### src/rtl/qtable_wr_sched.sv
// -----------------------------------------------------------------------------
// qtable_wr_sched
// Write scheduler for a Q-table bank. After reset (or a clear request) it
// sweeps zeros into every entry, then arbitrates round-robin between an agent
// update port and a host configuration port. It issues at most one bank
// write per cycle.
//
// Ports
//   clk, rst_n                 clock, asynchronous active-low reset
//   a_valid/a_addr/a_data      agent request      -> a_ready (combinational)
//   h_valid/h_addr/h_data      host request       -> h_ready (combinational)
//   clr_req                    one-cycle pulse, (re)starts the clear sweep
//   wr_sel/wr_en/wr_data       registered bank write port
//   init_done                  bank cleared and scheduler running
//   err                        one-cycle pulse, accepted address out of range
// -----------------------------------------------------------------------------
module qtable_wr_sched #(
    parameter int DATA_W    = 16,
    parameter int N_ENTRIES = 15
) (
    input  logic              clk,
    input  logic              rst_n,
    input  logic              a_valid,
    input  logic [3:0]        a_addr,
    input  logic [DATA_W-1:0] a_data,
    output logic              a_ready,
    input  logic              h_valid,
    input  logic [3:0]        h_addr,
    input  logic [DATA_W-1:0] h_data,
    output logic              h_ready,
    input  logic              clr_req,
    output logic [3:0]        wr_sel,
    output logic              wr_en,
    output logic [DATA_W-1:0] wr_data,
    output logic              init_done,
    output logic              err
);

    typedef enum logic [0:0] {
        ST_CLEAR = 1'b0,
        ST_RUN   = 1'b1
    } state_t;

    localparam logic [3:0] LAST_IDX = 4'(N_ENTRIES - 1);
    localparam logic [4:0] N_LIM    = 5'(N_ENTRIES);

    state_t            state_r;
    logic [3:0]        count_r;
    logic              rr_last_a_r;   // 1: agent won most recently, host favoured next
    logic              wr_en_r;
    logic [3:0]        wr_sel_r;
    logic [DATA_W-1:0] wr_data_r;
    logic              init_done_r;
    logic              err_r;

    logic              a_gnt_s;
    logic              h_gnt_s;
    logic              xfer_s;
    logic [3:0]        sel_addr_s;
    logic [DATA_W-1:0] sel_data_s;
    logic              in_range_s;
    logic [3:0]        sweep_idx_s;

    // Round-robin grant; only the RUN state ever grants.
    always_comb begin
        a_gnt_s = 1'b0;
        h_gnt_s = 1'b0;
        if (state_r == ST_RUN) begin
            if (a_valid && h_valid) begin
                if (rr_last_a_r) begin
                    h_gnt_s = 1'b1;
                end else begin
                    a_gnt_s = 1'b1;
                end
            end else if (a_valid) begin
                a_gnt_s = 1'b1;
            end else if (h_valid) begin
                h_gnt_s = 1'b1;
            end else begin
                a_gnt_s = 1'b0;
                h_gnt_s = 1'b0;
            end
        end else begin
            a_gnt_s = 1'b0;
            h_gnt_s = 1'b0;
        end
    end

    // Winner's payload mux and range check.
    always_comb begin
        xfer_s = a_gnt_s | h_gnt_s;
        if (a_gnt_s) begin
            sel_addr_s = a_addr;
            sel_data_s = a_data;
        end else begin
            sel_addr_s = h_addr;
            sel_data_s = h_data;
        end
        in_range_s = ({1'b0, sel_addr_s} < N_LIM);
    end

    // A clear request arriving mid-sweep makes this cycle write entry 0 again.
    always_comb begin
        if (clr_req) begin
            sweep_idx_s = 4'd0;
        end else begin
            sweep_idx_s = count_r;
        end
    end

    // Scheduler state, sweep counter, round-robin pointer and registered outputs.
    always_ff @(posedge clk or negedge rst_n) begin
        if (!rst_n) begin
            state_r     <= ST_CLEAR;
            count_r     <= 4'd0;
            rr_last_a_r <= 1'b0;
            wr_en_r     <= 1'b0;
            wr_sel_r    <= 4'd0;
            wr_data_r   <= '0;
            init_done_r <= 1'b0;
            err_r       <= 1'b0;
        end else begin
            case (state_r)
                ST_CLEAR: begin
                    wr_en_r     <= 1'b1;
                    wr_sel_r    <= sweep_idx_s;
                    wr_data_r   <= '0;
                    err_r       <= 1'b0;
                    init_done_r <= 1'b0;
                    // The >= guard keeps the counter within 0..N_ENTRIES-1.
                    if (sweep_idx_s >= LAST_IDX) begin
                        state_r <= ST_RUN;
                        count_r <= 4'd0;
                    end else begin
                        state_r <= ST_CLEAR;
                        count_r <= sweep_idx_s + 4'd1;
                    end
                end
                ST_RUN: begin
                    if (xfer_s) begin
                        rr_last_a_r <= a_gnt_s;
                        if (in_range_s) begin
                            wr_en_r   <= 1'b1;
                            wr_sel_r  <= sel_addr_s;
                            wr_data_r <= sel_data_s;
                            err_r     <= 1'b0;
                        end else begin
                            // Out-of-range request is consumed without a write.
                            wr_en_r <= 1'b0;
                            err_r   <= 1'b1;
                        end
                    end else begin
                        wr_en_r <= 1'b0;
                        err_r   <= 1'b0;
                    end
                    // The grant above still completes; the sweep starts next cycle.
                    if (clr_req) begin
                        state_r     <= ST_CLEAR;
                        count_r     <= 4'd0;
                        init_done_r <= 1'b0;
                    end else begin
                        state_r     <= ST_RUN;
                        init_done_r <= 1'b1;
                    end
                end
                default: begin
                    state_r     <= ST_CLEAR;
                    count_r     <= 4'd0;
                    wr_en_r     <= 1'b0;
                    err_r       <= 1'b0;
                    init_done_r <= 1'b0;
                end
            endcase
        end
    end

    assign a_ready   = a_gnt_s;
    assign h_ready   = h_gnt_s;
    assign wr_en     = wr_en_r;
    assign wr_sel    = wr_sel_r;
    assign wr_data   = wr_data_r;
    assign init_done = init_done_r;
    assign err       = err_r;

endmodule

### config.mk
export PLATFORM = sky130hd
export DESIGN_NAME = qtable_wr_sched
export DESIGN_NICKNAME = d
export VERILOG_FILES = /design/src/rtl/qtable_wr_sched.sv
export SDC_FILE = /design/constraint.sdc
export NUM_CORES = 1
export LEC_CHECK = 0
export ABC_AREA = 0
export CELL_PAD_IN_SITES_DETAIL_PLACEMENT = 1
export CELL_PAD_IN_SITES_GLOBAL_PLACEMENT = 1
export CORE_MARGIN = 2
export CORE_UTILIZATION = 30
export DETAILED_ROUTE_END_ITERATION = 8
export PLACE_DENSITY_LB_ADDON = 0.1
export SLEW_MARGIN = 20
export SYNTH_ARGS = -nofsm -noshare
export SYNTH_HDL_FRONTEND = slang
export SYNTH_SLANG_ARGS = --single-unit
### constraint.sdc
create_clock -name clk -period 1.8 [get_ports clk]
set_clock_uncertainty 0.1 [all_clocks]
set_input_delay 0.36 -clock clk [delete_from_list [all_inputs] [get_ports clk]]
set_output_delay 0.36 -clock clk [all_outputs]
set_load 0.01 [all_outputs]
# --- Yosys cells after proc, flatten, opt, wreduce, memory -nomap -nowiden ---
# Index checks and enable logic that the tools add are counted.
op_classes:
  n_addsub: 1
  magnitude_cmp: 2
  n_eq_ne: 2
  mux: 30
  bitwise: 2
  n_reduce_logical: 3
op_table:
  columns: ["cell", "count"]
  rows:
  - ["$mux 16", 3]
  - ["$pmux 16 s2", 1]
  - ["$mux 4", 5]
  - ["$pmux 4 s2", 2]
  - ["$mux 1", 15]
  - ["$pmux 1 s2", 4]
  - ["$add 4x1->4 const B", 1]
  - ["$ge 4x4->1 const B", 1]
  - ["$lt 4x4->1 const B", 1]
  - ["$ne 2x1->1 const B", 2]
  - ["$reduce_and 2->1", 2]
  - ["$logic_and 1x1->1", 1]
  - ["$not 1->1", 1]
  - ["$or 1x1->1", 1]
word_totals:
  ff_bits: 29
  in_bits: 45
  out_inout_bits: 25
  elab_cells: 48

# --- Longest topological paths before layout ---
logic_depth:
  word_depth: 8
  ltp_mapped: 6
  depth_no_buf: 6

# --- Worst setup path after synthesis ---
# Ideal clock, no wire load.
synth_path:
  kind: "flip-flop to flip-flop"
  startpoint: "reg rr_last_a_r"
  endpoint: "reg wr_data_r[3] (netlist: wr_data[3])"
  setup_ns: 0.079
  arrival_time_ns: 1.413
  t_required_ns: 1.621
  path_slack_ns: 0.208
  stages_incl_launch_ff: 7
  n_path_buf: 2
  synth_period_minus_slack_ns: 1.592
  path_cell_list: "dfrtp_1 > and2_1 > nor3_4 > or3_1 > buf_2 > buf_6 > mux2i_1"
synth_between:
  elab_chain_cells: 7
  elab_cells_between_ends: 16
  classes_between: "order compare (1); eq/ne (2); mux (11); bitwise (1); reduce/logical (1)"
synth_lines:
  columns: ["element", "line", "rtl"]
  rows:
  - ["start, declared", "49", "logic rr_last_a_r;"]
  - ["start signal, assigned", "141", "rr_last_a_r <= a_gnt_s;"]
  - ["$mux 1", "70", "if (rr_last_a_r) begin"]
  - ["$mux 1", "69", "if (a_valid && h_valid) begin"]
  - ["$mux 1", "68", "if (state_r == ST_RUN) begin"]
  - ["$mux 4 or $mux 16 (tied branches)", "92", "if (a_gnt_s) begin"]
  - ["$lt 4x4->1 or $mux 16 (tied branches)", "99, 142", null]
  - ["$ne 2x1->1 (no line) or $mux 16 (tied branches)", null, null]
  - ["$reduce_and 2->1 (no line) or $pmux 16 s2 (tied branches)", null, null]
  - ["end signal, assigned", "145", "wr_data_r <= sel_data_s;"]
  - ["end, declared", "52", "logic [DATA_W-1:0] wr_data_r;"]
# Several ways; a longest one is shown, not always the timed one. The select of a mux whose other input is x is not followed.
# A chain may end at the register's enable or synchronous reset.

# --- Worst setup path in the final report ---
layout_path:
  startpoint: "in h_addr[0]"
  endpoint: "reg wr_sel_r[3] (netlist: wr_sel[3])"
layout_between:
  elab_chain_cells: 4
layout_lines:
  columns: ["element", "line", "rtl"]
  rows:
  - ["start, declared", "28", "input logic [3:0] h_addr,"]
  - ["$mux 4", "92", null]
  - ["$lt 4x4->1", "99", "in_range_s = ({1'b0, sel_addr_s} < N_LIM);"]
  - ["$ne 2x1->1 (no line)", null, null]
  - ["$reduce_and 2->1 (no line)", null, null]
  - ["end signal, assigned", "126", "wr_sel_r <= sweep_idx_s;"]
  - ["end signal, assigned", "144", "wr_sel_r <= sel_addr_s;"]
  - ["end, declared", "51", "logic [3:0] wr_sel_r;"]
# Every way passes these cells.

==> flow_summary.ini <==
[worst_setup_path]
slowest_stage = clkdlybuf4s50_1
cp.depth = 6
cp-end-kind = flip-flop
crit_required_ns = 1.87
critical_path.cell_chain = clkdlybuf4s50_1 -> nand4_1 -> a21oi_4 -> buf_6 -> a2111oi_0 -> or3_1
crit_type = input pin to flip-flop
regToRegSetupSlack_ns = 0.11
critPathLaunch = h_addr[0]
crit_arrival_ns = 1.83
worstSetupStartpointType = input pin
critPathTopFamily = buffers and inverters
path_buf_inv = 2
slowest_delay_ns = 0.48
r2r_cells = 6
path_max_fanout = 5
rr_endpoint = wr_data[3]$_DFFE_PN0P_
worstReg2RegStart = state_r$_DFF_PN0_

[hold_path]
hp-class = input pin to flip-flop
min_path_cells = 3
hold_start = h_addr[1]
min_to = wr_sel[1]$_DFFE_PN0P_

[power_and_ir_drop]
ir_drop_uv = 413
power_frac_seq_pct = 42.5
clkPwrFrac_pct = 40.8
swShare_pct = 24.0
p_per_area_nw_per_um2 = 613
p_sw_mw = 0.393
pwr-share-comb_pct = 16.6
p_total_mw = 1.64
power.leakage_nw = 1.29
p_int_mw = 1.24

[global_route]
grt_pass1_vias = 1751
grt_max_degree = 30
grt_usage_pct = 20.6
grt_antenna_before_repair = 0
grt_overflow = 0
grt_pass1_wl_microns = 8550

[placement]
post-dp-hpwl_microns = 3890
portBuffers = 69
placedCellCount = 301
place_congestion = 0.804

[layout]
final_layout_size_suffix_gt1_share_pct = 22.9
multiInputGateArea_sq_um = 777
areaGrowthSynthToFinish_pct = 78.6
final_common_cell = clkdlybuf4s50_1
antennaDiodeCount = 0
num-nets-final = 296
fin_cells = 316
final_cell_mix = clkdlybuf4s50_1, dfrtp_1, buf_4
fill_cells = 533
register_area_sq_um = 726

[yosys]
synth_warnings = 0
synth_fp_nets = 194
avgSynthCellArea_sq_um = 10.2
ys_types = 35
synth_area_leaders = dfrtp_1, mux2i_1, nand2_1
synth_top_area_cell = dfrtp_1
synth-seq-cells = 29
synth_top_area_share_pct = 48.6
syn-instance-count = 147
ys_seq_area_share_pct = 48.6
syn_area_sq_um = 1490

[detailed_routing]
drtIter0Drc = 80
ant_nets = 0
wire_per_inst_microns = 17.8
drc = 0
totalWireLength_microns = 5630
num_vias = 1601
dr.pass1.iters = 4
via_per_inst = 5.07

[floorplan]
rows = 25
design.die.area_sq_um = 5560
start_util_pct = 31.4
die_h_microns = 74.5
pin_count = 70
die_w_microns = 74.5
core_sq_um = 4750

[cts]
path_clk_slew_ns = 0.07
cts_root_buf = clkbuf_8
numCtsBuffers = 5
cts_hold_buffers = 0
clockBufferDepth = 2
cts_sinks = 29
cts_tree = done
htreeDepth = 2
clkLatencyLatePin_ns = 0.29

[timing]
relSlewSlack_pct = 73.4
tns_ns = 0
worstMarginPinSlew_ns = 0.388
period_share_pct = 97.7
period_needed_ns = 1.76
slew_violations = 0
finalHoldViolCount = 0
finalSetupViolations = 0
max_freq_ghz = 0.569

[flow_run]
cap_viol_max_count = 0

[run_status]
status = complete, no violations
[metal layers]
metal	wire [microns]	share of wire, %	track usage [%]
met3	229	4.1	4.88
met2	2860	51	34.8
met1	2400	43	26.2
met5	0	0	0
met4	138	2.4	6.35
[worst reg2reg max path: cells and delay by family, from the launching register on]
| kind | cells | cell delay, ns |
|---|---|---|
| buffers and inverters | 3 | 0.48 |
| and+or+nand+nor | 1 | 0.41 |
| DFF | 1 | 0.36 |
| muxes | 1 | 0.15 |
| AOI/OAI and AO/OA | 1 | 0.08 |
[logic make-up after synthesis]
logic type      count (synthesis)  share of synthesized area [%]
simple gates                   51                           16.5
compound gates                 35                           16.7
flops                          29                           48.6
mux                            19                           12.7
buf+inv                        10                           3.18
fa+ha+maj                       2                           1.68
xor+xnor                        1                          0.587
[worst max path at each step]
stage                                   end  slack, ns
floorplan            wr_data[3]$_DFFE_PN0P_       0.21
global placement    wr_data[11]$_DFFE_PN0P_      -0.45
detailed placement   wr_data[9]$_DFFE_PN0P_      -0.66
CTS                  wr_data[9]$_DFFE_PN0P_     -0.002
global route          wr_sel[3]$_DFFE_PN0P_      -0.02
finish                wr_sel[3]$_DFFE_PN0P_       0.04
[power by group through the flow]
stage                     Clock (mW)  Combinational, mW  Sequential [mW]
final                          0.668              0.272            0.695
after global routing           0.707              0.295            0.697
after CTS                      0.670              0.264            0.695
after detailed placement           0              0.256            0.707
after global placement             0              0.245            0.705
after floorplan                    0             0.0635            0.706
[cell usage after synthesis (all sizes together)]
library cell,count
clkbuf,3
or3,2
a21oi,2
mux2i,19
nor3,5
nand2,22
o211ai,6
a41oi,1
and3,1
buf,3
a31oi,3
nand3,2
nor2b,1
dfrtp,29
xnor2,1
nor2,11
inv,4
nand2b,2
o21ai,11
a211oi,1
or2,1
o211a,1
nand4,2
o2111a,1
and2,2
a32oi,8
a2111oi,1
ha,2
[repair_timing]
item                       CTS  global route
gates resized for setup     20            14
setup buffers                2             6
pin swaps                    5             4
setup endpoints to repair   22            26
[through the flow]
step	utilization [%]	hold WS (ns)	worst slack [ns]	cell area [sq um]
after CTS	54.0	0.378	-0.00163	2570
after global routing	56.1	0.359	-0.0151	2670
after global placement	50.8	0.425	-0.454	2410
final	56.1	0.346	0.0411	2670
after detailed placement	50.8	0.434	-0.663	2410
after floorplan	-	-0.0356	0.208	1490
[area by class of cell]
| type | instances | share of cell area (%) |
|---|---|---|
| Tap cell | 67 | 3.14 |
| Clock inverter | 2 | 1.31 |
| Timing Repair Buffer | 101 | 35.9 |
| Multi-Input combinational cell | 108 | 29.1 |
| Clock buffer | 5 | 2.58 |
| Inverter | 4 | 0.704 |
| Sequential cell | 29 | 27.2 |
[registers in the layout, indices dropped and copies added (netlist names)]
register,cells
state_r,1
err,1
rr_last_a_r,1
init_done,1
wr_data,16
count_r,4
wr_sel,4
wr_en,1
No activity file was read; power rests on OpenSTA's default activity.
